--- config.mk ---
export PLATFORM = sky130hd
export DESIGN_NAME = i_rotary_encoder
export DESIGN_NICKNAME = d
export VERILOG_FILES = /design/src/rtl/i_rotary_encoder.sv
export SDC_FILE = /design/constraint.sdc
export NUM_CORES = 1
export LEC_CHECK = 0
export CORE_MARGIN = 4
export CORE_UTILIZATION = 35
export CTS_CLUSTER_SIZE = 24
export DETAILED_ROUTE_END_ITERATION = 7
export SETUP_SLACK_MARGIN = 0.5
export SKIP_LAST_GASP = 1
export SLEW_MARGIN = 20
export SYNTH_ARGS = -nofsm -noshare
export SYNTH_HDL_FRONTEND = slang
export SYNTH_SLANG_ARGS = --single-unit
--- constraint.sdc ---
create_clock -name i_clk -period 1.6 [get_ports i_clk]
set_input_delay 0.32 -clock i_clk [delete_from_list [all_inputs] [get_ports i_clk]]
set_output_delay 0.32 -clock i_clk [all_outputs]
set_load 0.05 [all_outputs]
--- src/rtl/i_rotary_encoder.sv ---
// Quadrature rotary-encoder decoder: tracks the {B,A} Gray-code sequence and
// emits one registered count pulse plus direction for each full detent cycle.
module i_rotary_encoder (
  input  logic i_clk,
  input  logic i_rst,
  input  logic i_phase_a,
  input  logic i_phase_b,
  output logic o_cnt,
  output logic o_cnt_cw
);

  typedef enum logic [2:0] {
    ST_IDLE = 3'd0,
    ST_CW1  = 3'd1,
    ST_CW2  = 3'd2,
    ST_CW3  = 3'd3,
    ST_CCW1 = 3'd4,
    ST_CCW2 = 3'd5,
    ST_CCW3 = 3'd6,
    ST_WAIT = 3'd7
  } state_t;

  // Power-up values match the reset values so the block starts deterministic.
  state_t     state_q  = ST_IDLE;
  state_t     state_d;
  logic       cnt_q    = 1'b0;
  logic       cnt_d;
  logic       cnt_cw_q = 1'b0;
  logic       cnt_cw_d;
  logic [1:0] phase_s;

  assign phase_s = {i_phase_b, i_phase_a};

  always_comb begin
    state_d  = state_q;
    cnt_d    = 1'b0;
    cnt_cw_d = cnt_cw_q;
    unique case (state_q)
      ST_IDLE: begin
        case (phase_s)
          2'b01:   state_d = ST_CW1;
          2'b10:   state_d = ST_CCW1;
          2'b11:   state_d = ST_WAIT;
          default: state_d = ST_IDLE;
        endcase
      end
      ST_CW1: begin
        case (phase_s)
          2'b11:   state_d = ST_CW2;
          2'b00:   state_d = ST_IDLE;
          2'b10:   state_d = ST_WAIT;
          default: state_d = ST_CW1;
        endcase
      end
      ST_CW2: begin
        case (phase_s)
          2'b10:   state_d = ST_CW3;
          2'b01:   state_d = ST_CW1;
          2'b00:   state_d = ST_WAIT;
          default: state_d = ST_CW2;
        endcase
      end
      ST_CW3: begin
        case (phase_s)
          2'b00: begin
            state_d  = ST_IDLE;
            cnt_d    = 1'b1;
            cnt_cw_d = 1'b1;
          end
          2'b11:   state_d = ST_CW2;
          2'b01:   state_d = ST_WAIT;
          default: state_d = ST_CW3;
        endcase
      end
      ST_CCW1: begin
        case (phase_s)
          2'b11:   state_d = ST_CCW2;
          2'b00:   state_d = ST_IDLE;
          2'b01:   state_d = ST_WAIT;
          default: state_d = ST_CCW1;
        endcase
      end
      ST_CCW2: begin
        case (phase_s)
          2'b01:   state_d = ST_CCW3;
          2'b10:   state_d = ST_CCW1;
          2'b00:   state_d = ST_WAIT;
          default: state_d = ST_CCW2;
        endcase
      end
      ST_CCW3: begin
        case (phase_s)
          2'b00: begin
            state_d  = ST_IDLE;
            cnt_d    = 1'b1;
            cnt_cw_d = 1'b0;
          end
          2'b11:   state_d = ST_CCW2;
          2'b10:   state_d = ST_WAIT;
          default: state_d = ST_CCW3;
        endcase
      end
      ST_WAIT: begin
        if (phase_s == 2'b00) begin
          state_d = ST_IDLE;
        end else begin
          state_d = ST_WAIT;
        end
      end
      default: state_d = ST_IDLE;
    endcase
  end

  // Reset wins over a completion sampled on the same edge.
  always_ff @(posedge i_clk) begin
    if (i_rst) begin
      state_q  <= ST_IDLE;
      cnt_q    <= 1'b0;
      cnt_cw_q <= 1'b0;
    end else begin
      state_q  <= state_d;
      cnt_q    <= cnt_d;
      cnt_cw_q <= cnt_cw_d;
    end
  end

  assign o_cnt    = cnt_q;
  assign o_cnt_cw = cnt_cw_q;

endmodule

==> results.md, run 1 <==
- WL per Instance: 13.9 um
- Arrival @ worst endpoint: around 1.4 ns
- Detailed-route DRC error count: 0
- R2R depth: 3
- RSZ-0062 raised after global routing: true
- Hold Crit Class: flop to flop
- # setup viols final: 0
- Via count: 459
- Total congestion overflow: 0
- Synth area leaders: dfxtp_1 20%, ha_1 20%, nand2b_1 3.8%
- Post-Syn Area per Cell: between 8 and 9 sq um
- # hold bufs at CTS: 0
- Least-Margin Pin Slew: around 0.33 ns
- Final Max Slew Viols: 0
- Cells after Synth: 57
- Fmax: 0.791 GHz
- Commonest non-fill, non-tap cells in the layout: 9 x buf_4, 4 x ha_4
- Synth unique cells: 30
- Routed WL: 1.21 mm
- Die Width: around 45 um
- Most common cell after layout, fill and taps aside: buf_4
- IO Count: 6
- Hold depth: 2
- Mapped cell area: a little under 500 sq um
- Antenna Cells: 0
- Non-filler cells, final: between 80 and 90
- # clock sinks: 5
- Vias in the first global route: about 450
- Worst hold slack: roughly 0.55 ns
- Cell type with the highest aggregate area in the netlist: dfxtp_1
- Final core utilization: between 50% and 60%
- Fin. Hold Viols: 0
- Final nets: 85
- CTS tree: yes
- Area Overhead vs Synth: 52.6%
- Area share of the largest cell type after synthesis: 20.4%
- Syn nets: between 60 and 70
- GP Congestion: approximately 0.80
- Synth warn: 0
- Area of the die: around 2100 sq um
- Initial antenna violation count: 0
- H-tree level count: 1
- Worst setup SP type: primary input
- Crit path kind: primary input to flop
- Simple-gate share of the synthesized area: a little over a quarter
- Initial Utilization: 37.2%
- Period utilisation layout: between 70 and 80%
- Chip Height: between 40 and 50 um
- Slew HR: between 70 and 80%
- Compound-gate portion of the synthesized area: ~22%
- Placed Instances: 82
- Largest net degree at the start of global routing: 13
- Post-synthesis adder-cell area fraction: roughly a fifth
- XOR/XNOR Fraction of Synth Area: between 1.5 and 2%
- Clk slew on worst S/H paths: 0.04 ns
- Vias per cell: ~5.3
- Core Box Area: between 1000 and 1500 sq um
- First-pass GRT wire length: ~2 mm
- Final HPWL DP: about 840 um
- Seq cells post-synth: 5
- Iteration-0 DRC Markers: 8
- # Max-Cap Violations: 0
- Leak pwr: a little under 0.3 nW
- Clock Tree Root: clkbuf_4
- Outcome: completed
- Largest family of logic cells by synthesized area: simple AND/OR/NAND/NOR gates
- Peak VDD IR: 0.756 mV
- Worst Setup End Kind: flop
- Overall global routing resource usage: a little over an eighth
- CTS buffer count: 3
- # port buffers: 5
- Share of cells above drive strength 1: between 50 and 60%
- Sequential area share after synthesis: between 20% and 30%
- Worst Path Max Fanout: 5
- Worst skew pair latency: 0.24 ns
- Longest Clk Path Bufs: 2
- Mux cell area share after synthesis: under 10%
- WP data required: around 1.7 ns
- Post-route ant nets: 0
- Clk_skew: ~0.0024 ns
- Power per cell area: 1130 nW/um^2
- Final min period: between 1 and 1.5 ns
- Site row count: 13
- Detailed Routing Iterations Pass 1: 4
==> report_power, final <==
part	internal (mW)	total [mW]	leakage, nW	switching [mW]
Sequential	0.172	0.286	0.0427	0.114
Clock	0.0943	0.147	0.0150	0.0525
Combinational	0.238	0.413	0.238	0.175
Total	0.504	0.846	0.296	0.342
==> kinds of logic after synthesis <==
group | count (synthesis)
multiplexers | 1
adder cells (fa/ha/maj) | 8
AND/OR/NAND/NOR | 21
AO/OA/AOI/OAI | 15
XOR/XNOR | 1
flip-flops | 5
buffers and inverters | 6
==> final timing paths <==
path / endpoint / slack, ns / startpoint
worst max register to register: state_q[1] / 0.40 / state_q[0]
worst max-delay path: state_q[1] / 0.34 / i_phase_b
worst min-delay path: o_cnt_cw / 0.55 / o_cnt_cw
worst min register to register: o_cnt_cw / 0.55 / o_cnt_cw
==> worst max-delay path, cell delays in order <==
cell and delay (ns):
buf_8 0.10, clkinvlp_4 0.12, buf_6 0.12, ha_4 0.15
o21bai_1 0.08, a211o_1 0.25, a311oi_1 0.26
==> state kept, by name, summed over array words and instances (netlist names) <==
name / count
o_cnt: 1
o_cnt_cw: 1
state_q: 3
==> stage by stage <==
step | setup TNS (ns) | area [sq um] | power [mW] | setup WS (ns)
floorplan | 0 | 523 | 0.531 | 0.328
global placement | -1.51 | 623 | 0.618 | -0.355
detailed placement | -1.73 | 623 | 0.622 | -0.408
CTS | 0 | 694 | 0.803 | 0.383
global route | 0 | 748 | 0.915 | 0.306
finish | 0 | 748 | 0.846 | 0.335
==> timing repair <==
action                     CTS  global route
pin swaps                    6             2
setup endpoints to repair    5             6
gates resized for setup     23             9
setup buffers                1             0
==> area by class of cell <==
cell class / count / area, sq um
flip-flops and latches: 5 / 108
inverters: 3 / 15.0
well taps: 15 / 18.8
multi-input cells: 46 / 450
clock buffers: 4 / 26.3
fillers: 121 / 569
repair buffers: 14 / 130
==> layer usage <==
| layer | track usage [%] | vias to the layer above | wire [um] |
|---|---|---|---|
| met5 | 0 | - | 0 |
| met4 | 3.51 | 0 | 15 |
| met3 | 5.93 | 2 | 36 |
| met2 | 20.3 | 6 | 567 |
| met1 | 17.9 | 216 | 591 |
| li1 | - | 235 | - |
==> Yosys cell counts <==
library cell / number
ha_1: 8
dfxtp_1: 5
a21oi_1: 3
inv_1: 3
nand2b_1: 3
nor2_1: 3
nor2b_1: 3
or2_2: 3
a2bb2oi_1: 2
and3b_1: 2
nor3_1: 2
o21ai_0: 2
a211o_1: 1
a311oi_1: 1
a31oi_1: 1
a32oi_1: 1
and2_1: 1
buf_2: 1
buf_4: 1
buf_6: 1
mux2i_1: 1
nand2_1: 1
nand2b_4: 1
nand3_1: 1
nor4_1: 1
o211a_1: 1
o21ai_1: 1
o21bai_1: 1
o221ai_1: 1
xnor2_1: 1
(Power assumes the default switching activity.)
==> run 2: changes to the inputs <==
==> constraint.sdc (replaced) <==
create_clock -name i_clk -period 1.29 [get_ports i_clk]
set_input_delay 0.258 -clock i_clk [delete_from_list [all_inputs] [get_ports i_clk]]
set_output_delay 0.258 -clock i_clk [all_outputs]
set_load 0.05 [all_outputs]
==> results.md, run 2 (synthesized netlist as in run 1, its figures left out) <==
- Outcome: completed
- Worst setup SP type: primary input
- Hold Crit Class: primary input to flop
- Fin. Hold Viols: 0 (unchanged)
- Final Max Slew Viols: 0 (unchanged)
- Top reg by flops: state_q
- Final HPWL DP: 796 um (-4.9%)
- # setup viols final: 0 (unchanged)
- Worst Setup SP: i_phase_b
- Worst hold slack: 0.432 ns (-0.116 ns)
- Slew HR: 81.7% (+3.7 points)
- # port buffers: 5 (unchanged)
- Crit path kind: primary input to flop
- Clock share of power: 16.6% (-0.7 points)
- Commonest non-fill, non-tap cells in the layout: 10 x buf_4, 4 x buf_6
- # hold bufs at CTS: 0 (unchanged)
- Routed WL: 1.21 mm (-0.41%)
- CTS tree: yes
- First-pass GRT wire length: 1.90 mm (-5.5%)
- RSZ-0062 raised after global routing: true
- GP Congestion: 0.733 (-8.4%)
- Slowest library cell on the worst path: a31oi_1
- Final core utilization: 58.5% (+1.7 points)
- Largest net degree at the start of global routing: 10 (-3)
- Max FFs per register: 3 (unchanged)
- CTS buffer count: 3 (unchanged)
- Sw Pwr: 431 uW (+26%)
- Least-Margin Pin Slew: 0.272 ns (-0.0545 ns)
- Worst skew pair latency: 0.25 ns (about the same)
- Overall global routing resource usage: 13.2% (-0.47 points)
- Vias per cell: 5.39 (+2.2%)
- Core Box Area: 1320 sq um (unchanged)
- Clk_skew: 0.00407 ns (+0.00165 ns)
- Worst path max stage delay: 0.16 ns (-0.10 ns)
- WP data required: 1.42 ns (-0.32 ns)
- # Max-Cap Violations: 0 (unchanged)
- Longest Clk Path Bufs: 2 (unchanged)
- Cells along the critical path: buf_8 > clkinvlp_4 > buf_6 > ha_4 > buf_4 > a31oi_1 > or2_4 > a21oi_2
- Antenna Cells: 0 (unchanged)
- Area of the die: 2060 sq um (unchanged)
- Post-route ant nets: 0 (unchanged)
- Total congestion overflow: 0 (unchanged)
- Peak VDD IR: 0.817 mV (+8.0%)
- Via count: 496 (+8.1%)
- Fmax: just under 0.9 GHz
- Hold_sp: i_rst
- Int Power: 703 uW (+39%)
- Arrival @ worst endpoint: 1.25 ns (-0.16 ns)
- # clock sinks: 5 (unchanged)
- Leak pwr: 0.325 nW (+9.9%)
- Vias in the first global route: 444 (-1.6%)
- Iteration-0 DRC Markers: 6 (-2)
- Net Sw Frac: 38.0% (-2.4 points)
- Initial antenna violation count: 0 (unchanged)
- Final nets: 90 (+5.9%)
- Initial Utilization: 37.2% (unchanged)
- Clock Tree Root: clkbuf_4
- H-tree level count: 1 (unchanged)
- Worst Path Max Fanout: 4 (-1)
- Detailed-route DRC error count: 0 (unchanged)
- Comb power frac: 54.5% (+5.7 points)
- Clk slew on worst S/H paths: 0.04 ns (about the same)
- Chip Height: 45.4 um (unchanged)
- Detailed Routing Iterations Pass 1: 4 (unchanged)
- Reg-to-reg critical path startpoint: state_q[2]
- IO Count: 6 (unchanged)
- Area Overhead vs Synth: 57.1%
- Share of cells above drive strength 1: 53.2% (+1.9 points)
- Final min period: around 1.1 ns
- Multi-input logic area: 410 sq um (-8.9%)
- Filler cell count in the final layout: 122 (+0.83%)
- Site row count: 13 (unchanged)
- WL per Instance: 13.1 um (-5.8%)
- Die Width: 45.4 um (unchanged)
- Power per cell area: 1470 nW/um^2 (+30%)
- Worst Setup End Kind: flop
- Most common cell after layout, fill and taps aside: buf_4
- Register area: 111 sq um (+3.5%)
- Period utilisation layout: 87.3%
- Seq pwr share: 28.9% (-4.9 points)
run 2: critical path, delay by kind of cell:
family,cells,cell delay (ns)
simple gates,1,0.15
fa+ha+maj,1,0.15
compound gates,2,0.20
buf+inv,4,0.49
run 2: path summary, 6_finish.rpt:
check | to | slack [ns] | depth (start not counted)
worst max-delay path | o_cnt_cw | 0.16 | 8
worst min-delay path | state_q[1] | 0.43 | 2
worst max register to register | state_q[0] | 0.22 | 4
worst min register to register | o_cnt | 0.58 | 2
run 2: power by group through the flow:
stage,combinational (mW),sequential (mW),clock [mW]
after CTS,0.547,0.306,0.194
after global routing,0.682,0.343,0.214
final,0.618,0.328,0.188
after global placement,0.534,0.293,0
after detailed placement,0.530,0.296,0
after floorplan,0.410,0.249,0
run 2: cell type report:
type | count | share of cell area [%]
inverters | 3 | 1.95
well taps | 15 | 2.44
repair buffers | 19 | 24.5
multi-input cells | 46 | 53.2
clock buffers | 4 | 3.41
flip-flops and latches | 5 | 14.4
run 2: repair_timing:
action	CTS	global route
cloned	0	0
setup endpoints to repair	7	7
pin swaps	5	4
resized for setup	22	8
setup buffers	2	1
run 2: per-stage QoR:
step	worst slack (ns)	instances	power (mW)	setup TNS, ns	cell area (sq um)
after floorplan	0.0802	57	0.660	0	524
after global placement	-0.609	85	0.826	-2.61	672
after detailed placement	-0.618	85	0.827	-2.71	672
after CTS	0.197	91	1.05	0	733
after global routing	0.104	92	1.24	0	771
final	0.164	92	1.13	0	771
run 2: layer usage:
metal / vias to the layer above / part of all wire (%) / global-route usage (%) / wire (um)
li1: 241 / - / - / -
met1: 240 / 45 / 16.7 / 543
met2: 9 / 46 / 17.5 / 559
met3: 6 / 5.2 / 7.11 / 63
met4: 0 / 3.2 / 7.02 / 39
met5: - / 0 / 0 / 0
==> run 3: changes to the inputs <==
--- a/config.mk
+++ b/config.mk
@@ -9,6 +9,7 @@
 export CORE_UTILIZATION = 35
 export CTS_CLUSTER_SIZE = 24
 export DETAILED_ROUTE_END_ITERATION = 7
+export PLACE_DENSITY_LB_ADDON = 0.2
 export SETUP_SLACK_MARGIN = 0.5
 export SKIP_LAST_GASP = 1
 export SLEW_MARGIN = 20
==> results.md, run 3 (synthesized netlist as in run 1, its figures left out) <==
- Outcome: completed
- Antenna Cells: 0 (unchanged)
- Final Max Slew Viols: 0 (unchanged)
- Max FFs per register: 3 (unchanged)
- Placed Instances: 88 (+3.5%)
- Clock Tree Root: clkbuf_4
- Non-filler cells, final: 94 (+2.2%)
- Commonest non-fill, non-tap cells in the layout: 12 x buf_4, 5 x buf_6, 5 x dfxtp_2
- Largest net degree at the start of global routing: 10 (unchanged)
- # setup viols final: 0 (unchanged)
- Leak pwr: 0.341 nW (+4.9%)
- IO Count: 6 (unchanged)
- Buf/Inv on CP: 3 (-1)
- Detailed Routing Iterations Pass 1: 4 (unchanged)
- Final nets: 92 (+2.2%)
- # port buffers: 5 (unchanged)
- Power per cell area: 1430 nW/um^2 (-2.8%)
- Final HPWL DP: 771 um (-3.1%)
- RSZ-0062 raised after global routing: true
- Longest Clk Path Bufs: 2 (unchanged)
- WL per Instance: 12.6 um (-3.7%)
- Vias in the first global route: 418 (-5.9%)
- Total power: 1.18 mW (+4.3%)
- Share of cells above drive strength 1: 58.2% (+5.0 points)
- Worst hold slack: 0.596 ns (+0.165 ns)
- Cells along the critical path: buf_8 > clkinvlp_4 > buf_6 > ha_4 > o21bai_1 > a211o_1 > a311oi_2
- First-pass GRT wire length: 1.92 mm (+1.1%)
- Core Box Area: 1320 sq um (unchanged)
- Top cell family by delay on the critical path: compound AO/OA/AOI/OAI gates
- Routed WL: 1.19 mm (-1.6%)
- Total congestion overflow: 0 (unchanged)
- Dpl ws: -0.636 ns (-0.0180 ns)
- GP Congestion: 0.748 (+2.0%)
- Chip Height: 45.4 um (unchanged)
- CTS buffer count: 3 (unchanged)
- Initial Utilization: 37.2% (unchanged)
- Fin. Hold Viols: 0 (unchanged)
- Clk slew on worst S/H paths: 0.05 ns (about the same)
- Site row count: 13 (unchanged)
- Overall global routing resource usage: 13.2% (unchanged)
- Clk_skew: 0.00732 ns (+0.00325 ns)
- Worst skew pair latency: 0.25 ns (about the same)
- Arrival @ worst endpoint: 1.34 ns (+0.09 ns)
- Worst setup SP type: primary input
- DP Area: 694 sq um (+3.4%)
- Detailed-route DRC error count: 0 (unchanged)
- Area Overhead vs Synth: 68.6%
- Least-Margin Pin Slew: 0.259 ns (-0.0135 ns)
- Most common cell after layout, fill and taps aside: buf_4
- Period utilisation layout: 91.2% (+3.9 points)
- CTS tree: yes
- # clock sinks: 5 (unchanged)
- Setup_tns: 0 ns (unchanged)
- Die Width: 45.4 um (unchanged)
- Peak VDD IR: 1.11 mV (+36%)
- Fmax: 0.850 GHz (-4.2%)
- Slew HR: 82.6% (+0.91 points)
- Vias per cell: 4.98 (-7.7%)
- Final core utilization: 62.8% (+4.3 points)
- Area of the die: 2060 sq um (unchanged)
- Hold Crit Class: primary input to flop
- Final min period: 1.18 ns (+0.0499 ns)
- H-tree level count: 1 (unchanged)
- Slowest library cell on the worst path: a211o_1
- Final worst-path setup slack: 0.114 ns (-0.0499 ns)
- Top reg by flops: state_q
- Iteration-0 DRC Markers: 3 (-3)
- Crit path kind: primary input to flop
- Worst path max stage delay: 0.29 ns (+0.13 ns)
- # Max-Cap Violations: 0 (unchanged)
- Initial antenna violation count: 0 (unchanged)
- Fin area: 827 sq um (+7.3%)
- Worst Path Max Fanout: 4 (unchanged)
- Worst Setup End Kind: flop
- Post-route ant nets: 0 (unchanged)
- Via count: 468 (-5.6%)
- WP data required: 1.45 ns (+0.03 ns)
[run 3: worst min-delay path, cell delays in order]
cell and delay, ns:
buf_6 0.09, inv_2 0.06, ha_2 0.20, inv_1 0.05
a21oi_1 0.05, o211a_1 0.10
[run 3: layout make-up]
type                       count  area [sq um]
clock buffer                   4          26.3
fill                          99           490
inverter                       3          15.0
multi-input combinational     46           449
sequential                     5           106
tap                           15          18.8
timing repair buffer          21           211
[run 3: path summary, 6_finish.rpt]
path | from | to | slack (ns) | cells after the start
min | i_phase_a | state_q[2] | 0.60 | 6
max | i_phase_b | state_q[1] | 0.11 | 7
max reg2reg | state_q[1] | state_q[1] | 0.15 | 3
min reg2reg | o_cnt_cw | o_cnt_cw | 0.63 | 3
[run 3: repair_timing]
action / 4_1_cts / 5_1_grt
resized for setup: 25 / 10
endpoints found under the setup margin: 7 / 7
buffers inserted: 2 / 0
hold buffers: 0 / 0
pin swaps: 8 / 4
[run 3: metal layers]
| metal | GRT usage (%) | wire [um] | vias up |
|---|---|---|---|
| met5 | 0 | 0 | - |
| met4 | 8.19 | 24 | 0 |
| met2 | 18.1 | 554 | 6 |
| met3 | 3.95 | 20 | 4 |
| met1 | 17.7 | 587 | 211 |
| li1 | - | - | 247 |
[run 3: power breakdown]
| part | switching, mW | total, mW | internal [mW] |
|---|---|---|---|
| logic | 0.311 | 0.697 | 0.387 |
| clock network | 0.0807 | 0.199 | 0.118 |
| registers | 0.0747 | 0.287 | 0.212 |
| total | 0.466 | 1.18 | 0.717 |
